$ cat config.mk
export PLATFORM = sky130hd
export DESIGN_NAME = bomb_placement_controller_flat
export DESIGN_NICKNAME = d
export VERILOG_FILES = /design/src/rtl/bomb_placement_controller_if.sv /design/src/rtl/bomb_placement_controller.sv /design/src/flat_wrapper.sv
export SDC_FILE = /design/constraint.sdc
export NUM_CORES = 1
export LEC_CHECK = 0
export CAP_MARGIN = 20
export CORE_MARGIN = 8
export CORE_UTILIZATION = 40
export CTS_BUF_LIST = sky130_fd_sc_hd__clkbuf_16
export DETAILED_ROUTE_END_ITERATION = 10
export GPL_ROUTABILITY_DRIVEN = 0
export SKIP_LAST_GASP = 1
export SYNTH_ARGS = -nofsm -noshare
export SYNTH_HDL_FRONTEND = slang
export SYNTH_SLANG_ARGS = --single-unit
$ cat constraint.sdc
create_clock -name clk -period 4.8 [get_ports clk]
set_input_delay 0.96 -clock clk [delete_from_list [all_inputs] [get_ports clk]]
set_output_delay 0.96 -clock clk [all_outputs]
set_load 0.01 [all_outputs]
$ cat src/rtl/bomb_placement_controller_if.sv
// Board-generation request/result bundle between the switch encoder / game
// logic side (master) and the bomb placement controller (slave).
//   start        : single-cycle request to build a new board
//   bomb_count   : requested number of bombs, latched on an accepted start
//   busy         : generation in progress
//   done         : one-cycle pulse when a board is finished or rejected
//   err          : last request asked for zero bombs (sticky until next start)
//   bomb_map     : one bit per cell, bit i = row i/8, col i%8
//   placed_count : bombs placed so far in the current or last board
interface bomb_placement_controller_if #(
    parameter int unsigned CELLS = 64
);
    localparam int unsigned ADDR_W = $clog2(CELLS);

    logic              start;
    logic [ADDR_W-1:0] bomb_count;
    logic              busy;
    logic              done;
    logic              err;
    logic [CELLS-1:0]  bomb_map;
    logic [ADDR_W-1:0] placed_count;

    modport master (
        output start,
        output bomb_count,
        input  busy,
        input  done,
        input  err,
        input  bomb_map,
        input  placed_count
    );

    modport slave (
        input  start,
        input  bomb_count,
        output busy,
        output done,
        output err,
        output bomb_map,
        output placed_count
    );
endinterface

$ cat src/rtl/bomb_placement_controller.sv
// Minesweeper board generator. On an accepted start it latches the bomb
// count, clears the map and then drops bombs on distinct cells chosen by a
// free-running LFSR, one attempt per cycle, until the count is reached.
// The finished map is held until the next start.
//   clk, rst : system clock, synchronous active-high reset
//   bus      : request/result bundle (slave side), see the interface file
module bomb_placement_controller #(
    parameter int unsigned          CELLS  = 64,
    parameter int unsigned          LFSR_W = 16,
    parameter logic [LFSR_W-1:0]    SEED   = 16'hACE1
) (
    input  logic                         clk,
    input  logic                         rst,
    bomb_placement_controller_if.slave   bus
);
    localparam int unsigned ADDR_W = $clog2(CELLS);

    typedef enum logic [1:0] {
        IDLE  = 2'd0,
        CLEAR = 2'd1,
        PLACE = 2'd2,
        DONE  = 2'd3
    } state_t;

    state_t            state_q, state_d;
    logic [ADDR_W-1:0] target_q, target_d;
    logic [ADDR_W-1:0] placed_q, placed_d;
    logic [CELLS-1:0]  map_q, map_d;
    logic              err_q, err_d;
    logic [LFSR_W-1:0] lfsr_q;
    logic              lfsr_fb;
    logic [ADDR_W-1:0] cand;
    logic [ADDR_W-1:0] placed_inc;

    // Fibonacci LFSR x^16+x^14+x^13+x^11+1, right-shifting, feedback into the MSB
    assign lfsr_fb    = lfsr_q[0] ^ lfsr_q[2] ^ lfsr_q[3] ^ lfsr_q[5];
    assign cand       = lfsr_q[ADDR_W-1:0];
    assign placed_inc = placed_q + ADDR_W'(1);

    // State and datapath registers; the LFSR advances in every state
    always_ff @(posedge clk) begin
        if (rst) begin
            state_q  <= IDLE;
            target_q <= '0;
            placed_q <= '0;
            map_q    <= '0;
            err_q    <= 1'b0;
            lfsr_q   <= SEED;
        end else begin
            state_q  <= state_d;
            target_q <= target_d;
            placed_q <= placed_d;
            map_q    <= map_d;
            err_q    <= err_d;
            lfsr_q   <= {lfsr_fb, lfsr_q[LFSR_W-1:1]};
        end
    end

    // Next-state and datapath update
    always_comb begin
        state_d  = state_q;
        target_d = target_q;
        placed_d = placed_q;
        map_d    = map_q;
        err_d    = err_q;

        case (state_q)
            IDLE: begin
                if (bus.start) begin
                    target_d = bus.bomb_count;
                    err_d    = 1'b0;
                    state_d  = CLEAR;
                end
            end
            CLEAR: begin
                map_d    = '0;
                placed_d = '0;
                if (target_q == '0) begin
                    err_d   = 1'b1;
                    state_d = DONE;
                end else begin
                    state_d = PLACE;
                end
            end
            PLACE: begin
                // Occupied candidate: just wait for the next LFSR value
                if (!map_q[cand]) begin
                    map_d[cand] = 1'b1;
                    placed_d    = placed_inc;
                    if (placed_inc == target_q) begin
                        state_d = DONE;
                    end
                end
            end
            DONE: begin
                state_d = IDLE;
            end
            default: begin
                state_d = IDLE;
            end
        endcase
    end

    // Status decodes straight from the state register
    assign bus.busy         = (state_q != IDLE);
    assign bus.done         = (state_q == DONE);
    assign bus.err          = err_q;
    assign bus.bomb_map     = map_q;
    assign bus.placed_count = placed_q;

endmodule
$ cat src/flat_wrapper.sv
// flat-port wrapper written by rule: the top's interface ports become plain ports
module bomb_placement_controller_flat 
#(
    parameter int unsigned          CELLS  = 64,
    parameter int unsigned          LFSR_W = 16,
    parameter logic [LFSR_W-1:0]    SEED   = 16'hACE1
)
  (clk, rst, bus_start, bus_bomb_count, bus_busy, bus_done, bus_err, bus_bomb_map, bus_placed_count);
  bomb_placement_controller_if #(.CELLS(CELLS)) bus_i ();
  input  logic clk;
  input  logic rst;
  input wire logic [$bits(bus_i.start)-1:0] bus_start;
  input wire logic [$bits(bus_i.bomb_count)-1:0] bus_bomb_count;
  output wire logic [$bits(bus_i.busy)-1:0] bus_busy;
  output wire logic [$bits(bus_i.done)-1:0] bus_done;
  output wire logic [$bits(bus_i.err)-1:0] bus_err;
  output wire logic [$bits(bus_i.bomb_map)-1:0] bus_bomb_map;
  output wire logic [$bits(bus_i.placed_count)-1:0] bus_placed_count;
  assign bus_i.start = bus_start;
  assign bus_i.bomb_count = bus_bomb_count;
  assign bus_busy = bus_i.busy;
  assign bus_done = bus_i.done;
  assign bus_err = bus_i.err;
  assign bus_bomb_map = bus_i.bomb_map;
  assign bus_placed_count = bus_i.placed_count;
  bomb_placement_controller #(.CELLS(CELLS), .LFSR_W(LFSR_W), .SEED(SEED)) u_core (.clk(clk), .rst(rst), .bus(bus_i));
endmodule
Yosys cells after proc, flatten, opt, wreduce, memory -nomap -nowiden
Cells that the tools add are included.
{"block": "totals", "word_cells": 47, "rom_bits": 0, "latchBits": 0, "n_memories": 0, "reg_bits": 95, "input_bits": 9, "ram_bits": 0}
{"block": "classes", "multipliers": 0, "n_div": 0, "n_bitwise": 4, "muxes": 16, "n_eq_ne": 8, "n_lt_le_gt_ge": 2, "add_sub_neg": 1, "shifts": 0, "reduce_logical": 10}
{"op": "$pmux W64 S2", "count": 1}
{"op": "$mux W64", "count": 1}
{"op": "$or A64 B64 Y64", "count": 1}
{"op": "$pmux W6 S2", "count": 1}
{"op": "$pmux W2 S4", "count": 1}
{"op": "$lt A6 B7 Y1 const B", "count": 1}
{"op": "$add A6 B1 Y6 const B", "count": 1}
{"op": "$bmux W1 S6", "count": 1}
{"op": "$demux W1 S6", "count": 1}
{"op": "$eq A6 B6 Y1", "count": 1}
{"op": "$ge A6 B1 Y1 const B", "count": 1}
{"op": "$logic_not A6 Y1", "count": 1}
{"op": "$mux W2", "count": 3}
{"op": "$mux W6", "count": 1}
{"op": "$reduce_and A3 Y1", "count": 2}
{"op": "$reduce_bool A2 Y1", "count": 3}
{"op": "$mux W1", "count": 5}
{"op": "$eq A2 B2 Y1 const B", "count": 2}
{"op": "$ne A2 B1 Y1 const B", "count": 2}
{"op": "$ne A2 B2 Y1 const B", "count": 2}
{"op": "$reduce_and A2 Y1", "count": 2}
{"op": "$xor A1 B1 Y1", "count": 3}
{"op": "$eq A2 B1 Y1 const B", "count": 1}
{"op": "$logic_not A2 Y1", "count": 1}
{"op": "other kinds (2)", "count": 2}

Logic depth before layout (Yosys ltp)
Gate-level depths: netlist of run 1.
{"block": "depth", "depth_word": 7, "mapped_depth": 10, "depth_no_buf": 8}

Least setup slack after synthesis of run 1
No wires, ideal clock.
{"block": "synth_path", "path_kind": "reg-to-reg", "start": "reg u_core.lfsr_q[1]", "end": "reg u_core.placed_q[4] (netlist: u_core.bus.placed_count[4])", "arrival_ns": 2.629, "path_slack_ns": 2.097, "period_less_slack_ns": 2.703, "stages_incl_launch_ff": 10, "required_time_ns": 4.726, "cell_sequence": "dfxtp_1 > buf_6 > mux2_4 > a32o_1 > a221oi_2 > o32ai_1 > or4_4 > buf_6 > or4_1 > a31oi_1"}
{"block": "synth_between", "elab_chain_len": 4}
{"element": "from (decl)", "line_no": "bomb_placement_controller.sv:30", "rtl": "logic [LFSR_W-1:0] lfsr_q;"}
{"element": "from (signal assigned)", "line_no": "bomb_placement_controller.sv:55", "rtl": "lfsr_q <= {lfsr_fb, lfsr_q[LFSR_W-1:1]};"}
{"element": "$bmux W1 S6", "line_no": "bomb_placement_controller.sv:87", "rtl": "if (!map_q[cand]) begin"}
{"element": "$mux W1 (implied by the code)", "line_no": "bomb_placement_controller.sv:87"}
{"element": "$ne A2 B2 Y1 (no source line)"}
{"element": "$reduce_and A2 Y1 (no source line)"}
{"element": "to (signal assigned)", "line_no": "bomb_placement_controller.sv:52", "rtl": "placed_q <= placed_d;"}
{"element": "to (decl)", "line_no": "bomb_placement_controller.sv:27", "rtl": "logic [ADDR_W-1:0] placed_q, placed_d;"}
Every way passes these cells. The select of a mux whose other input is x is not followed.
A chain may end at the register's enable or synchronous reset.

Worst setup path after layout of run 1
{"block": "layout_path", "start": "reg u_core.lfsr_q[1]", "end": "reg u_core.map_q[50] (netlist: u_core.bus.bomb_map[50])"}
{"block": "layout_between", "elab_chain_len": 7, "elab_cells_between_ends": 12, "classes_between": "order compare: 2; eq/ne: 1; mux: 6; bitwise: 1; reduce/logical: 2"}
{"element": "$lt A6 B7 Y1 (implied by the code) or $ge A6 B1 Y1 (tied branches)", "line_no": "bomb_placement_controller.sv:88", "rtl": "map_d[cand] = 1'b1;"}
{"element": "$logic_and A1 B1 Y1 (implied by the code)", "line_no": "bomb_placement_controller.sv:88"}
{"element": "$mux W1 (implied by the code)", "line_no": "bomb_placement_controller.sv:88"}
{"element": "$demux W1 S6"}
{"element": "$or A64 B64 Y64 (no source line)"}
{"element": "$mux W64", "line_no": "bomb_placement_controller.sv:87"}
{"element": "$pmux W64 S2", "line_no": "bomb_placement_controller.sv:67", "rtl": "case (state_q)"}
{"element": "to (signal assigned)", "line_no": "bomb_placement_controller.sv:53", "rtl": "map_q <= map_d;"}
{"element": "to (decl)", "line_no": "bomb_placement_controller.sv:28", "rtl": "logic [CELLS-1:0] map_q, map_d;"}
Several ways; a longest one is shown, not always the timed one. The select of a mux whose other input is x is not followed.

==> results of run 1 <==
-- registers in the layout, summed over array words and instances, names as in the netlist --
| signal | cells |
|---|---|
| u_core.bus.bomb_map | 64 |
| u_core.bus.err | 1 |
| u_core.bus.placed_count | 6 |
| u_core.lfsr_q | 16 |
| u_core.state_q | 2 |
| u_core.target_q | 6 |
-- kinds of logic (layout without fill, tap and decap cells) --
group | count (synthesis) | after routing | synth area share (%)
xor+xnor | 9 | 9 | 1.902
flops | 95 | 95 | 45.89
mux | 22 | 22 | 5.918
buf+inv | 46 | 116 | 5.042
simple gates | 189 | 189 | 22.19
compound gates | 119 | 119 | 17.54
fa+ha+maj | 5 | 5 | 1.510
-- power breakdown --
part           internal, W  switching (W)  leakage [nW]
logic             0.000119       0.000231         0.898
registers         0.000815      0.0000319         0.771
clock network     0.000406       0.000311         0.147
total              0.00134       0.000574          1.82
-- cell usage after synthesis (all sizes together), types with 10 or more instances --
| cell | n | area share [%] |
|---|---|---|
| inv | 13 | 1.2 |
| nand2 | 95 | 8.6 |
| mux2i | 14 | 3.4 |
| nand3 | 22 | 2.7 |
| nor2b | 11 | 1.7 |
| a21oi | 10 | 1.2 |
| nor2 | 11 | 1.0 |
| or2 | 10 | 1.5 |
| dfxtp | 95 | 46 |
| clkbuf | 20 | 1.8 |
| buf | 12 | 2.0 |
| o21ai | 67 | 8.1 |
-- final timing paths --
kind,from,end,slack [ns],cells after the start
setup / recovery,u_core.lfsr_q[1],u_core.bus.bomb_map[50],1.34,8
hold / removal,u_core.lfsr_q[12],u_core.lfsr_q[11],0.41,1
setup reg to reg,u_core.lfsr_q[1],u_core.bus.bomb_map[50],1.34,8
hold reg to reg,u_core.lfsr_q[12],u_core.lfsr_q[11],0.41,1
-- routing by layer --
layer	GRT usage, %	routed length, um
met5	0	0
met4	5.204	130
met3	6.139	984
met2	27.44	5736
met1	21.95	5434
-- through the flow --
| step | total power (W) | hold slack [ns] |
|---|---|---|
| 2_1_floorplan | 0.001108 | 0.3895 |
| 3_3_place_gp | 0.001204 | 0.3931 |
| 3_5_place_dp | 0.001209 | 0.3936 |
| 4_1_cts | 0.001925 | 0.4069 |
| 5_1_grt | 0.002004 | 0.4173 |
| 6_report | 0.001914 | 0.4068 |
-- cell type report --
cell class	instances	area (um^2)
fillers	963	4851
multi-input cells	344	2044
flip-flops and latches	95	1902
repair buffers	86	868.3
clock buffers	9	225.2
well taps	136	170.2
clock inverters	7	71.32
inverters	14	52.55
-- worst max-delay path: cells and delay by family (launching register included) --
kind,cells,cell delay [ns]
AOI/OAI and AO/OA,2,0.49
buffers and inverters,1,0.30
DFF,1,0.74
and+or+nand+nor,5,1.85
==> run_results.csv, run 1 <==
group,metric,value,unit
clock_tree,cts_buffers,9,
sta,timing.fmax,288.7,MHz
sta,fin_setup_tns,0,ns
finish,insertedDiodeCount,0,
grt,grt_usage,17.44,%
job,maxCapViolations,0,
synth,synth_edf_count,0,
routing,vias,3769,
floorplan,core.rowCount,37,
floorplan,core,10180,um^2
finish,area_growth,28.71,%
sta,max_slew.worst_pin.slew,0.7848,ns
sta,fin_ws,1.336,ns
placed_design,pre_cts_slack,1.210,ns
floorplan,die-area,13870,um^2
routing,drt-pass1-iter-count,5,
floorplan,start_util,40.69,%
grt,grt_pass1_wl,19910,um
hold_path,worst_hold_path_type,"register to register",
finish,final_layout_size_suffix_gt1_share,7.748,%
setup_path,cpPeakStageDelay,0.74,ns
synth,netlist_area,4144,um^2
finish,finish.utilization,52.37,%
power_and_ir_drop,power_density,358.9,nW/um^2
synth,ys_seq_area_share,45.89,%
routing,wirelength,12290,um
clock_tree,cts_tree,"yes",
power_and_ir_drop,cellLeakagePower,1.816,nW
finish,num-nets-final,564,
synth,ys_seq_elements,95,
synth,synth-async-reset-ratio,0,%
clock_tree,clockRootBuffer,"clkbuf_16",
placed_design,portBuffers,81,
placed_design,dp.cells,674,
setup_path,crit_chain,"buf_4 -> nor2b_1 -> a22oi_1 -> nand4_1 -> nand4_1 -> nor4_2 -> nand3_1 -> o21ai_0",
synth,synth-main-ff-cell,"dfxtp_1",
sta,finalHoldViolations,0,
synth,netlist_instances,485,
grt,antenna_found_initial,0,
routing,drc_errors,0,
routing,drt_iter0_drc,380,
placed_design,place_area,5010,um^2
finish,layout_common_cells,"nand2_1, dfxtp_1, clkdlybuf4s50_1",
run_status,outcome,"finished, final reports clean",
placed_design,dp_hpwl,8725,um
clock_tree,cts_hold_buf,0,
clock_tree,cts_sinks,95,
clock_tree,post-cts-setup-buffers,0,
grt,grt_pass1_vias,3624,
grt,grt-ovfl-total,0,
setup_path,crit_required,5.04,ns
setup_path,cp-end-kind,"register",
routing,ant_nets,0,
setup_path,worstPathArrival,3.70,ns
power_and_ir_drop,max-vdd-ir-drop,0.0002530,V
sta,setup_violations,0,
clock_tree,path_clk_slew,0.07,ns
sta,slew_headroom,46.95,%
clock_tree,htree_levels,3,
sta,fin_crit_sh,72.16,%
setup_path,cp_common_cell,"nand4_1",
synth,yosysWarnings,0,
floorplan,die_w,117.8,um
synth,syn_area_per_cell,8.544,um^2
finish,final_cell_area,5334,um^2
sta,drv_slew,0,
grt,grt_max_degree,65,
setup_path,crit_path_top_delay_cell,"dfxtp_1",
clock_tree,cts.path.max_buffers,2,
setup_path,worstSetupPathType,"register to register",
sta,min_period,3.464,ns
synth,synth_nets,499,
finish,final_cells,691,
setup_path,critical_path.startpoint_type,"register",
setup_path,cp_max_fo,16,
synth,synth_cell_types,58,
floorplan,dieHeight,117.8,um
floorplan,io_pins,82,
routing,viasPerCell,5.454,
sta,rsz0062_at_grt,"no",
clock_tree,cts_resized,0,
sta,finClkSkew,0.009141,ns
clock_tree,clk_latency,0.33,ns
routing,wl_per_cell,17.78,um
Note: power is estimated with default switching activity, not from simulation.
==> run 2: changes to the inputs <==
clock period = 3.55 ns   (was 4.8 ns; I/O delays follow)
==> run 2 against run 1 <==
  * Cell area barely moved
  * Global-route usage grew 0.37 points
  * Clock power is 35% higher
  * Core utilization about the same
  * Register-to-register slack worse by 1.1 ns
  * Non-clock buffer count is the same
  * Flip-flop and latch count stayed put
  * Setup slack got worse by 1.1 ns
  * Maximum frequency rose by 6.0%
  * Sequential power up 36%
  * Largest power group unchanged
  * Routed wire length is 0.49% higher
==> run_results.csv, run 2 (synthesis gave the netlist of run 1 again) <==
group,metric,value,unit
clock_tree,cts_sinks,95,
hold_path,worst_hold_path_type,"register to register",
finish,final_common_cell,"nand2_1",
finish,insertedDiodeCount,0,
setup_path,cp-endpoint,"u_core.bus.bomb_map[7]",
setup_path,crit_path_top_delay_cell,"dfxtp_1",
setup_path,cp_max_fo,19,
sta,finalHoldViolations,0,
grt,antenna_found_initial,0,
setup_path,critical_path.startpoint_type,"register",
setup_path,path_delay_family,"simple AND/OR/NAND/NOR gates",
floorplan,core.rowCount,37,
clock_tree,cts_buffers,9,
floorplan,dieHeight,117.8,um
clock_tree,path_clk_slew,0.07,ns
floorplan,start_util,40.69,%
setup_path,cpPeakStageDelay,0.79,ns
finish,final_layout_size_suffix_gt1_share,8.108,%
power_and_ir_drop,power_density,486.4,nW/um^2
clock_tree,cts.path.max_buffers,2,
hold_path,hp-start,"u_core.lfsr_q[14]",
grt,grt_pass1_vias,3802,
power_and_ir_drop,switching_share,30.14,%
power_and_ir_drop,p_switching,0.0007818,W
placed_design,dp_hpwl,8581,um
grt,grt-ovfl-total,0,
grt,grt_pass1_wl,20370,um
sta,fin_crit_sh,92.04,%
setup_path,worstSetupPathType,"register to register",
placed_design,place_area,5030,um^2
power_and_ir_drop,seqPwrFrac,44.2,%
floorplan,io_pins,82,
routing,wl_per_cell,17.87,um
run_status,outcome,"finished, final reports clean",
setup_path,setup.worst_path.start,"u_core.lfsr_q[0]",
finish,final_cell_area,5331,um^2
sta,max_slew.worst_pin.slew,0.7794,ns
floorplan,die-area,13870,um^2
sta,min_period,3.268,ns
power_and_ir_drop,max-vdd-ir-drop,0.0002170,V
sta,rsz0062_at_grt,"no",
setup_path,critical_path_buf_inv_count,1,
routing,wirelength,12350,um
floorplan,die_w,117.8,um
power_and_ir_drop,cellLeakagePower,1.808,nW
setup_path,cp-end-kind,"register",
clock_tree,htree_levels,3,
sta,timing.fmax,306.0,MHz
placed_design,portBuffers,81,
grt,grt_max_degree,65,
routing,viasPerCell,5.488,
clock_tree,clk_latency,0.34,ns
power_and_ir_drop,pwr-share-comb,18.4,%
sta,slew_headroom,47.31,%
power_and_ir_drop,p_int,0.001812,W
sta,drv_slew,0,
job,maxCapViolations,0,
power_and_ir_drop,power.total,0.002593,W
grt,grt_usage,17.81,%
floorplan,core,10180,um^2
routing,drc_errors,0,
setup_path,crit_chain,"inv_1 -> a22oi_1 -> o221a_2 -> o32ai_1 -> nor4_2 -> nand2_1 -> o21ai_0",
clock_tree,clockRootBuffer,"clkbuf_16",
routing,vias,3792,
clock_tree,cts_hold_buf,0,
setup_path,worstPathArrival,3.51,ns
routing,drt_iter0_drc,373,
clock_tree,cts_tree,"yes",
finish,num-nets-final,564,
sta,setup_violations,0,
setup_path,reg2regPathDepth,7,
sta,fin_setup_tns,0,ns
routing,ant_nets,0,
finish,layout_common_cells,"nand2_1, dfxtp_1, clkdlybuf4s50_1",
setup_path,r2r_end,"u_core.bus.bomb_map[7]",
finish,area_growth,28.65,%
sta,finClkSkew,0.01095,ns
finish,largest_reg_flops,64,
setup_path,path_depth,7,
routing,drt-pass1-iter-count,5,
setup_path,crit_required,3.80,ns
power_and_ir_drop,power.share.clock,37.4,%
setup_path,rrSetupSlack,0.28,ns
setup_path,r2r-start,"u_core.lfsr_q[0]",
run 2: cell count changes in the layout (fill, tap and decap cells not counted), sizes merged:
cell	change
clkinvlp	+2
clkinv	-2
run 2: final cells by class:
cell class	count	area (um^2)
fillers	987	4853
multi-input cells	344	2047
flip-flops and latches	95	1903
repair buffers	86	860.8
clock buffers	9	225.2
well taps	136	170.2
clock inverters	7	72.57
inverters	14	52.55
run 2: power by group through the flow:
stage / sequential (W) / clock (W) / combinational (W)
after floorplan: 0.00115 / 0 / 0.000345
after global placement: 0.00117 / 0 / 0.000467
after detailed placement: 0.00117 / 0 / 0.000476
after CTS: 0.00115 / 0.000989 / 0.000478
after global routing: 0.00115 / 0.00103 / 0.000531
final: 0.00115 / 0.000970 / 0.000477
run 2: per-layer routing:
| layer | global-route usage [%] | share of wire (%) |
|---|---|---|
| met5 | 0 | 0 |
| met4 | 6.485 | 1.6 |
| met3 | 4.748 | 6.7 |
| met2 | 28.22 | 46 |
| met1 | 22.73 | 45 |
run 2: what timing repair did:
action | 4_1_cts | 5_1_grt
gates resized for setup | 0 | 2
endpoints found under the setup margin | 0 | 48
setup buffers | 0 | 0
run 2: worst min-delay path by stage:
stage	endpoint	slack (ns)	cells after the start
after global routing	u_core.lfsr_q[5]	0.44	1
after global placement	u_core.lfsr_q[13]	0.39	1
final	u_core.lfsr_q[13]	0.41	1
after detailed placement	u_core.lfsr_q[5]	0.39	1
after CTS	u_core.lfsr_q[13]	0.42	1
after floorplan	u_core.lfsr_q[10]	0.39	1
run 2: metrics by stage:
stage / utilization [%] / setup slack [ns] / instances / hold slack (ns)
finish: 52.35 / 0.2825 / 691 / 0.4148
global route: 52.35 / 0.04411 / 691 / 0.4363
CTS: 52.31 / 0.1291 / 691 / 0.4160
detailed placement: 49.39 / 0.1838 / 675 / 0.3947
global placement: 49.39 / 0.3420 / 675 / 0.3941
floorplan: - / 0.8468 / 485 / 0.3895
==> variant (settings of run 2) <==
The 4 states of `state_t` get a one-hot encoding in 4 bits.
--- a/src/rtl/bomb_placement_controller.sv
+++ b/src/rtl/bomb_placement_controller.sv
@@ -17,7 +17,7 @@
 
-    typedef enum logic [1:0] {
-        IDLE  = 2'd0,
-        CLEAR = 2'd1,
-        PLACE = 2'd2,
-        DONE  = 2'd3
+    typedef enum logic [3:0] {
+        IDLE  = 4'b0001,
+        CLEAR = 4'b0010,
+        PLACE = 4'b0100,
+        DONE  = 4'b1000
     } state_t;
Formal check against the unedited RTL: no difference found for any inputs over 10 cycles, from zero or initial values and one cycle with rst high; not proved beyond that.
==> variant against run 2 <==
Design area rose by 1.6%. Routed wire length shrank 5.4%. Synthesized area is 2.7% higher. First-iteration DRC count decreased by 57%. Sequential cell count is 2 higher. Global-route usage decreased by 1.3 points. Worst setup slack better by 86 ps. Highest routed layer unchanged.
Power is not compared: it rests on default switching activity, and its combinational part moved more than twofold at a synthesized area within 25%.
==> variant: results (changes against run 2) <==
.. list-table::
   :header-rows: 1

   * - Metric
     - Value
   * - Post-synthesis net count
     - 451 (was 499)
   * - Number of instances in the synthesized netlist
     - 441 (was 485)
   * - R2R setup slack
     - 370 ps (was 280 ps)
   * - Number of DRC markers in iteration 0
     - 159 (was 373)
   * - HPWL after DPL
     - 8.23 mm (was 8.58 mm)
   * - Max-Slew Margin vs Limit
     - 0.418 (was 0.473)
   * - Adder and majority cell fraction of the synthesized area
     - 0.00294 (was 0.0151)
   * - Share of post-route cells with drive strength above 1
     - 0.0980 (was 0.0811)
   * - Worst endpoint data arrival time
     - 3420 ps (was 3510 ps)
   * - Cell count after placement
     - 630 (was 675)
   * - WL/cell
     - 18.1 um (was 17.9 um)
   * - Final net count
     - 515 (was 564)
   * - Status
     - complete, no violations (unchanged)
   * - Aggregate global-route resource usage
     - 0.165 (was 0.178)
   * - Worst r2r dst
     - u_core.bus.placed_count[0] (was u_core.bus.bomb_map[7])
   * - Post-layout instance count excluding filler cells
     - 646 (was 691)
   * - Fraction of synthesized cell area in xor and xnor cells
     - 0.0226 (was 0.0190)
   * - Cell depth of the worst flop-to-flop path
     - 9 (was 7)
   * - Total number of vias
     - 3,488 (was 3,792)
   * - Multiplexer share of the synthesized area
     - 0.0841 (was 0.0592)
   * - Wire length of the first global-routing pass
     - 18.8 mm (was 20.4 mm)
   * - Most instantiated cells after synthesis
     - sky130_fd_sc_hd__dfxtp_1 (97), sky130_fd_sc_hd__o21a_1 (68), sky130_fd_sc_hd__nor3_1 (62) (was sky130_fd_sc_hd__dfxtp_1 (95), sky130_fd_sc_hd__nand2_1 (95), sky130_fd_sc_hd__o21ai_0 (67))
   * - Synth Area in Compound Gates
     - 0.175 (about the same)
   * - Via count of the first global-routing pass
     - 3,392 (was 3,802)
   * - Filler cell count
     - 970 (was 987)
   * - Setup Skew
     - 11.4 ps (was 11.0 ps)
-- variant: cell count changes after synthesis, moves of 10 or more --
cell,run 2,this run
sky130_fd_sc_hd__o21a_1,0,68
sky130_fd_sc_hd__nand3_1,22,10
sky130_fd_sc_hd__nor3_1,7,62
sky130_fd_sc_hd__nor2_1,11,21
sky130_fd_sc_hd__o21ai_0,67,4
sky130_fd_sc_hd__nand2_1,95,16
-- variant: cell type report --
| type | count | area [sq um] | share of cell area |
|---|---|---|---|
| flip-flops and latches | 97 | 1940 | 0.358 |
| repair buffers | 88 | 863 | 0.159 |
| multi-input cells | 300 | 2100 | 0.388 |
| clock buffers | 9 | 225 | 0.0416 |
| well taps | 136 | 170 | 0.0314 |
| inverters | 9 | 33.8 | 0.00624 |
| clock inverters | 7 | 83.8 | 0.0155 |
-- variant: worst max-delay path by stage --
stage                                start                    endpoint  slack (ps)  cells after the start
after floorplan           u_core.lfsr_q[1]  u_core.bus.placed_count[1]        1140                     11
after global placement    u_core.lfsr_q[1]  u_core.bus.placed_count[0]         470                      9
after detailed placement  u_core.lfsr_q[1]  u_core.bus.placed_count[0]         370                      9
after CTS                 u_core.lfsr_q[1]  u_core.bus.placed_count[0]         380                      9
after global routing      u_core.lfsr_q[1]  u_core.bus.placed_count[0]         110                      9
final                     u_core.lfsr_q[1]  u_core.bus.placed_count[0]         370                      9
-- variant: critical path: cells and delay by family, from the launching register on --
family | cells | cell delay (ps)
flops | 1 | 770
compound gates | 4 | 980
mux | 1 | 330
simple gates | 2 | 380
buf+inv | 2 | 600
-- variant: cell families after synthesis --
group / count (synthesis)
and+or+nand+nor: 162
AOI/OAI and AO/OA: 100
DFF: 97
buffers and inverters: 44
muxes: 26
xor gates and xnor gates: 11
adders and majority gates: 1
-- variant: per-stage QoR --
step	util	cell area, sq um	hold slack, ps	setup WS [ps]	power (mW)
6_report	0.525	5420	414	369	2.25
5_1_grt	0.525	5420	422	111	2.33
4_1_cts	0.525	5420	417	378	2.27
3_5_place_dp	0.495	5110	395	370	1.28
3_3_place_gp	0.495	5110	392	470	1.28
2_1_floorplan	-	4260	389	1140	1.24
-- variant: routing by layer --
layer  up-vias  GRT usage  share of wire  wire length (um)
met3         7     0.0345          0.052               604
li1       1711          -              -                 -
met5         -          0              0                 0
met2        82      0.259           0.46              5340
met4         0     0.0593         0.0080                94
met1      1688      0.219           0.48              5650
-- variant: power by group --
| group | internal, mW | total (mW) | leakage, nW | switching (mW) |
|---|---|---|---|---|
| Sequential | 1.11 | 1.13 | 0.787 | 0.0223 |
| Clock | 0.560 | 0.998 | 0.149 | 0.438 |
| Combinational | 0.0504 | 0.126 | 0.958 | 0.0754 |
